**config.mk**
```make
export PLATFORM = sky130hd
export DESIGN_NAME = wb_arbiter
export DESIGN_NICKNAME = d
export VERILOG_FILES = /design/src/rtl/wb_arbiter.sv
export SDC_FILE = /design/constraint.sdc
export NUM_CORES = 1
export LEC_CHECK = 0
export ABC_AREA = 1
export CAP_MARGIN = 10
export CELL_PAD_IN_SITES_DETAIL_PLACEMENT = 2
export CELL_PAD_IN_SITES_GLOBAL_PLACEMENT = 2
export CORE_ASPECT_RATIO = 1.75
export CORE_MARGIN = 5
export CORE_UTILIZATION = 29
export CTS_BUF_LIST = sky130_fd_sc_hd__clkbuf_4 sky130_fd_sc_hd__clkbuf_8
export DETAILED_ROUTE_END_ITERATION = 10
export HOLD_SLACK_MARGIN = 0.12
export PLACE_DENSITY_LB_ADDON = 0.1
export RECOVER_POWER = 25
export SYNTH_ARGS = -nofsm -noshare
export SYNTH_HDL_FRONTEND = slang
export SYNTH_SLANG_ARGS = --single-unit
```
**constraint.sdc**
```tcl
create_clock -name clk_sig -period 2.8 [get_ports clk_sig]
set_input_delay 0.42 -clock clk_sig [delete_from_list [all_inputs] [get_ports clk_sig]]
set_output_delay 0.42 -clock clk_sig [all_outputs]
set_load 0.02 [all_outputs]
```
**src/rtl/wb_arbiter.sv**
```systemverilog
// wb_arbiter: write-back port arbiter in front of the register bank's single
// write port. Merges the in-order MEM/WB write (always wins) with late results
// from the long-latency unit, which wait in a small FIFO and drain into idle
// write-back slots. Exposes a pending-destination mask for decode hazard stalls.
//
// Ports:
//   clk_sig, rst_sig          clock, synchronous active-high reset
//   pipe_wr_en/rd_addr/rd_data MEM/WB write request
//   lu_valid/addr/data        long-latency result offer; lu_ready = FIFO not full
//   wr_en/rd_addr/rd_data     registered register-bank write port
//   pend_mask                 bit i set while a valid buffered entry targets reg i
//
// Optional macro WB_ARB_STATS_EN adds stall_cnt (cycles with lu_valid && !lu_ready)
// and squash_cnt (entries squashed by a pipe write), both 16-bit saturating.

module wb_arbiter #(
    parameter int unsigned DEPTH = 2,
    parameter int unsigned AW    = 5,
    parameter int unsigned DW    = 32
) (
    input  logic                 clk_sig,
    input  logic                 rst_sig,
    input  logic                 pipe_wr_en,
    input  logic [AW-1:0]        pipe_rd_addr,
    input  logic [DW-1:0]        pipe_rd_data,
    input  logic                 lu_valid,
    input  logic [AW-1:0]        lu_addr,
    input  logic [DW-1:0]        lu_data,
    output logic                 lu_ready,
    output logic                 wr_en,
    output logic [AW-1:0]        rd_addr,
    output logic [DW-1:0]        rd_data,
    output logic [(2**AW)-1:0]   pend_mask
`ifdef WB_ARB_STATS_EN
    ,
    output logic [15:0]          stall_cnt,
    output logic [15:0]          squash_cnt
`endif
);

    localparam int unsigned PW = (DEPTH > 1) ? $clog2(DEPTH) : 1;
    localparam int unsigned CW = $clog2(DEPTH + 1);

    // FIFO storage and bookkeeping
    logic [AW-1:0]    ent_addr [DEPTH];
    logic [DW-1:0]    ent_data [DEPTH];
    logic [DEPTH-1:0] ent_valid;
    logic [PW-1:0]    head;
    logic [PW-1:0]    tail;
    logic [CW-1:0]    count;

    logic [DEPTH-1:0] ent_valid_nxt;
    logic [PW-1:0]    head_nxt;
    logic [PW-1:0]    tail_nxt;
    logic [CW-1:0]    count_nxt;
    logic             wr_en_nxt;
    logic [AW-1:0]    rd_addr_nxt;
    logic [DW-1:0]    rd_data_nxt;
    logic             pipe_act;
    logic             push;
    logic             pop;

`ifdef WB_ARB_STATS_EN
    logic [3:0]       sq_num;
    logic [16:0]      sq_sum;
`endif

    function automatic logic [PW-1:0] ptr_inc(input logic [PW-1:0] p);
        return (p == PW'(DEPTH - 1)) ? '0 : p + PW'(1);
    endfunction

    // Ready depends only on registered occupancy, so a same-cycle pop never raises it
    assign lu_ready = (count < CW'(DEPTH));

    // Pending mask from registered valid bits
    always_comb begin
        pend_mask = '0;
        for (int unsigned i = 0; i < DEPTH; i++) begin
            if (ent_valid[i]) pend_mask[ent_addr[i]] = 1'b1;
        end
    end

    // Next-state: arbitration, squash, push/pop
    always_comb begin
        ent_valid_nxt = ent_valid;
        head_nxt      = head;
        tail_nxt      = tail;
        count_nxt     = count;
        wr_en_nxt     = 1'b0;
        rd_addr_nxt   = rd_addr;
        rd_data_nxt   = rd_data;

        pipe_act = pipe_wr_en && (pipe_rd_addr != '0);
        // Address-0 results complete the handshake but take no slot
        push     = lu_valid && lu_ready && (lu_addr != '0);
        // Any occupied head (valid or squashed) is popped in an idle slot
        pop      = !pipe_act && (count != '0);

        // A pipe write supersedes every buffered result to the same register
        if (pipe_act) begin
            for (int unsigned i = 0; i < DEPTH; i++) begin
                if (ent_addr[i] == pipe_rd_addr) ent_valid_nxt[i] = 1'b0;
            end
        end

        if (pipe_act) begin
            wr_en_nxt   = 1'b1;
            rd_addr_nxt = pipe_rd_addr;
            rd_data_nxt = pipe_rd_data;
        end else if (pop && ent_valid[head]) begin
            wr_en_nxt   = 1'b1;
            rd_addr_nxt = ent_addr[head];
            rd_data_nxt = ent_data[head];
        end

        if (pop) begin
            ent_valid_nxt[head] = 1'b0;
            head_nxt            = ptr_inc(head);
        end

        // Push never aliases the popped slot: push needs count<DEPTH, pop needs count>0
        if (push) begin
            ent_valid_nxt[tail] = !(pipe_act && (lu_addr == pipe_rd_addr));
            tail_nxt            = ptr_inc(tail);
        end

        if (push && !pop)      count_nxt = count + CW'(1);
        else if (!push && pop) count_nxt = count - CW'(1);
    end

`ifdef WB_ARB_STATS_EN
    // Squashed entries this cycle: matching valid entries plus an invalid-on-arrival push
    always_comb begin
        sq_num = '0;
        if (pipe_act) begin
            for (int unsigned i = 0; i < DEPTH; i++) begin
                if (ent_valid[i] && (ent_addr[i] == pipe_rd_addr)) sq_num = sq_num + 4'd1;
            end
            if (push && (lu_addr == pipe_rd_addr)) sq_num = sq_num + 4'd1;
        end
        sq_sum = {1'b0, squash_cnt} + 17'(sq_num);
    end

    always_ff @(posedge clk_sig) begin
        if (rst_sig) begin
            stall_cnt  <= '0;
            squash_cnt <= '0;
        end else begin
            if (lu_valid && !lu_ready && (stall_cnt != 16'hFFFF)) stall_cnt <= stall_cnt + 16'd1;
            squash_cnt <= sq_sum[16] ? 16'hFFFF : sq_sum[15:0];
        end
    end
`endif

    // State and output registers
    always_ff @(posedge clk_sig) begin
        if (rst_sig) begin
            ent_valid <= '0;
            head      <= '0;
            tail      <= '0;
            count     <= '0;
            wr_en     <= 1'b0;
            rd_addr   <= '0;
            rd_data   <= '0;
            for (int unsigned i = 0; i < DEPTH; i++) begin
                ent_addr[i] <= '0;
                ent_data[i] <= '0;
            end
        end else begin
            ent_valid <= ent_valid_nxt;
            head      <= head_nxt;
            tail      <= tail_nxt;
            count     <= count_nxt;
            wr_en     <= wr_en_nxt;
            rd_addr   <= rd_addr_nxt;
            rd_data   <= rd_data_nxt;
            if (push) begin
                ent_addr[tail] <= lu_addr;
                ent_data[tail] <= lu_data;
            end
        end
    end

endmodule

```
==> results.json <==
{
  "area_delta_synth_final_pct": 37.2,
  "cap_viol_max_count": 0,
  "synth.cell_area_mm2": 0.00625,
  "final_util_pct": 40.1,
  "ios": 149,
  "cp_num_buf_inv": 1,
  "synth.top_cells.by_area": "edfxtp_1 (36%), dfxtp_1 (14%), nand3_1 (12%), nand2_1 (8.6%), inv_1 (7.9%)",
  "rr_worst_depth": 4,
  "crit_required_ps": 2380,
  "start_kind": "register",
  "fin_crit_ps": 2760,
  "crit_type": "register to primary output",
  "relSlewSlack_pct": 27.3,
  "fmax_mhz": 363,
  "synth_top_area_share_pct": 35.5,
  "ir_worst_vdd_v": 0.000384,
  "p_leak_uw": 0.00371,
  "yosys.area.top_type": "edfxtp_1",
  "endpoint_kind": "primary output",
  "core_area_mm2": 0.0214,
  "dpl.hpwl_um": 18100,
  "power_uw": 5440,
  "synth.avg_cell_area_um2": 7.80,
  "grt_pass1_vias": 7006,
  "die_area_mm2": 0.0247,
  "first_pass_iters": 4,
  "clk_latency_ps": 450,
  "drt_iter0_markers": 213,
  "cts_buffers": 17,
  "tightest_slew_ps": 1090,
  "grt_max_degree": 79,
  "wire_per_inst_um": 19.9,
  "portBuffers": 148,
  "yosysMostFrequentCell": "nand3_1",
  "die_h_um": 204,
  "htree_levels": 4,
  "yosysWarnings": 0,
  "rsz0062_at_grt": "yes",
  "synth_edf_count": 74,
  "grt_first_pass_wirelength_um": 38800,
  "rows": 71,
  "clkTransAtPathRegs_ps": 70,
  "grt_overflow": 0,
  "crit_slowest_cell": "clkdlybuf4s50_1",
  "route.detailed.drc": 0,
  "final_hold_viol_count": 0,
  "fin_skew_ps": 13.1,
  "cp_data_arrival_time_ps": 2340,
  "yosys-top-cells-count": "nand3_1 (154), nand2_1 (143), inv_1 (131)",
  "ys_seq_elements": 119,
  "outcome": "finished, final reports clean",
  "initial_utilization_pct": 29.2,
  "layout-drive-gt1-share_pct": 9.22,
  "period_share_pct": 98.5,
  "hold_class": "input port to register",
  "vias_per_cell": 4.86,
  "yosysUniqueCellTypes": 28,
  "place.gp.congestion": 0.896,
  "die_width_um": 121,
  "nets": 1031,
  "p_per_area_mw_per_mm2": 635,
  "slew_viol_final": 0,
  "critical_path.max_fanout": 8,
  "async_reset_ff_share_pct": 0,
  "min_path_cells": 5,
  "postRouteAntennaNets": 0,
  "synth_top_flop_cell": "edfxtp_1",
  "clockRootBuffer": "clkbuf_8",
  "cp_cell_sequence": "nand3_1, o21ai_0, clkdlybuf4s50_1",
  "reg2reg_from": "count[1]",
  "cts_max_path_buffers": 2,
  "syn_nets": 880,
  "setup_viol": 0,
  "cpPeakStageDelay_ps": 650,
  "critPathTopFamily": "buffers and inverters",
  "r2r-end": "ent_data[1][2]",
  "grt_usage_pct": 20.7,
  "hold_start": "pipe_wr_en",
  "r2r_setup_slack_ps": 600,
  "vias": 6108,
  "synthCells": 801,
  "totalWireLength_um": 25000,
  "clock_sinks": 119,
  "antenna_found_initial": 1,
  "cts_tree": "built",
  "yosysSeqAreaShare_pct": 50.0
}
## logic make-up (layout without fill, tap and decap cells)
group | Yosys count | count (layout) | share of synthesized area, %
other | 0 | 1 | 0
AND/OR/NAND/NOR | 412 | 412 | 29.7
buffers and inverters | 178 | 342 | 12.1
AO/OA/AOI/OAI | 81 | 81 | 6.67
flip-flops | 119 | 119 | 50.0
XOR/XNOR | 10 | 10 | 1.40
adder cells (fa/ha/maj) | 1 | 1 | 0.200
## through the flow
stage | hold slack (ps) | instance area (um2) | std cells | setup TNS [ps] | worst slack, ps
2_1_floorplan | 447 | 6250 | 801 | 0 | 671
3_3_place_gp | 469 | 8040 | 1217 | 0 | 319
3_5_place_dp | 498 | 8040 | 1217 | 0 | 237
4_1_cts | 422 | 8470 | 1249 | -2210 | -179
5_1_grt | 451 | 8570 | 1258 | -654 | -84.4
6_report | 478 | 8570 | 1258 | 0 | 43.3
## worst reg2reg max path: cells and delay by family (launching register included)
kind                   cells  cell delay [ps]
buffers and inverters      1              830
and+or+nand+nor            3              620
DFF                        1              330
## power breakdown
group	internal (uW)	total, uW	leakage [uW]	switching [uW]
Sequential	2140	2320	0.00116	176
Clock	921	1660	0.000215	742
Combinational	507	1460	0.00234	954
Total	3570	5440	0.00371	1870
## repair_timing
| action | in CTS | in global routing |
|---|---|---|
| gates resized for setup | 3 | 14 |
| endpoints found under the setup margin | 26 | 32 |
| setup buffers | 0 | 8 |
| hold buffers | 0 | 0 |
## worst max path at each step
stage,start,endpoint,slack (ps),depth (start not counted)
after floorplan,rst_sig,ent_addr[0][0],670,4
after global placement,pipe_rd_addr[3],rd_data[0],320,10
after detailed placement,ent_addr[0][2],pend_mask[13],240,5
after CTS,ent_addr[0][2],pend_mask[3],-180,4
after global routing,ent_addr[1][1],pend_mask[12],-80,4
final,ent_valid[1],pend_mask[12],40,3
## final cells by class
type                    count  area [um2]
multi-input cells         504        2460
fillers                  2443       12800
clock buffers              20         263
repair buffers            177        1710
inverters                 133         499
flip-flops and latches    119        3120
well taps                 292         365
clock inverters            12         153
diodes                      1        2.50
## state kept, by name (all words and copies together) (netlist names), named ones only
register	cells
ent_valid	2
tail	1
count	2
head	1
wr_en	1
ent_data	64
rd_addr	5
ent_addr	10
rd_data	32
## cells in the final DEF (no fill, tap or decap), types with 12 or more instances in the layout
cell             synthesis  final
buf_4                    5     24
clkbuf_8                 0     18
clkdlybuf4s50_1          0    145
dfxtp_1                 45     44
edfxtp_1                74     74
inv_1                  131    130
nand2_1                143    142
nand3_1                154    152
nand3_2                 10     12
nor2_1                  86     86
o21ai_0                 72     71
## metal layers
| metal | global-route usage (%) | share of wire (%) | vias up |
|---|---|---|---|
| met2 | 41.9 | 59 | 149 |
| met4 | 8.87 | 3.5 | 0 |
| met3 | 3.99 | 3.2 | 42 |
| li1 | - | - | 2881 |
| met5 | 0 | 0 | - |
| met1 | 19.5 | 34 | 3036 |
Power figures use the tool's default switching activity.
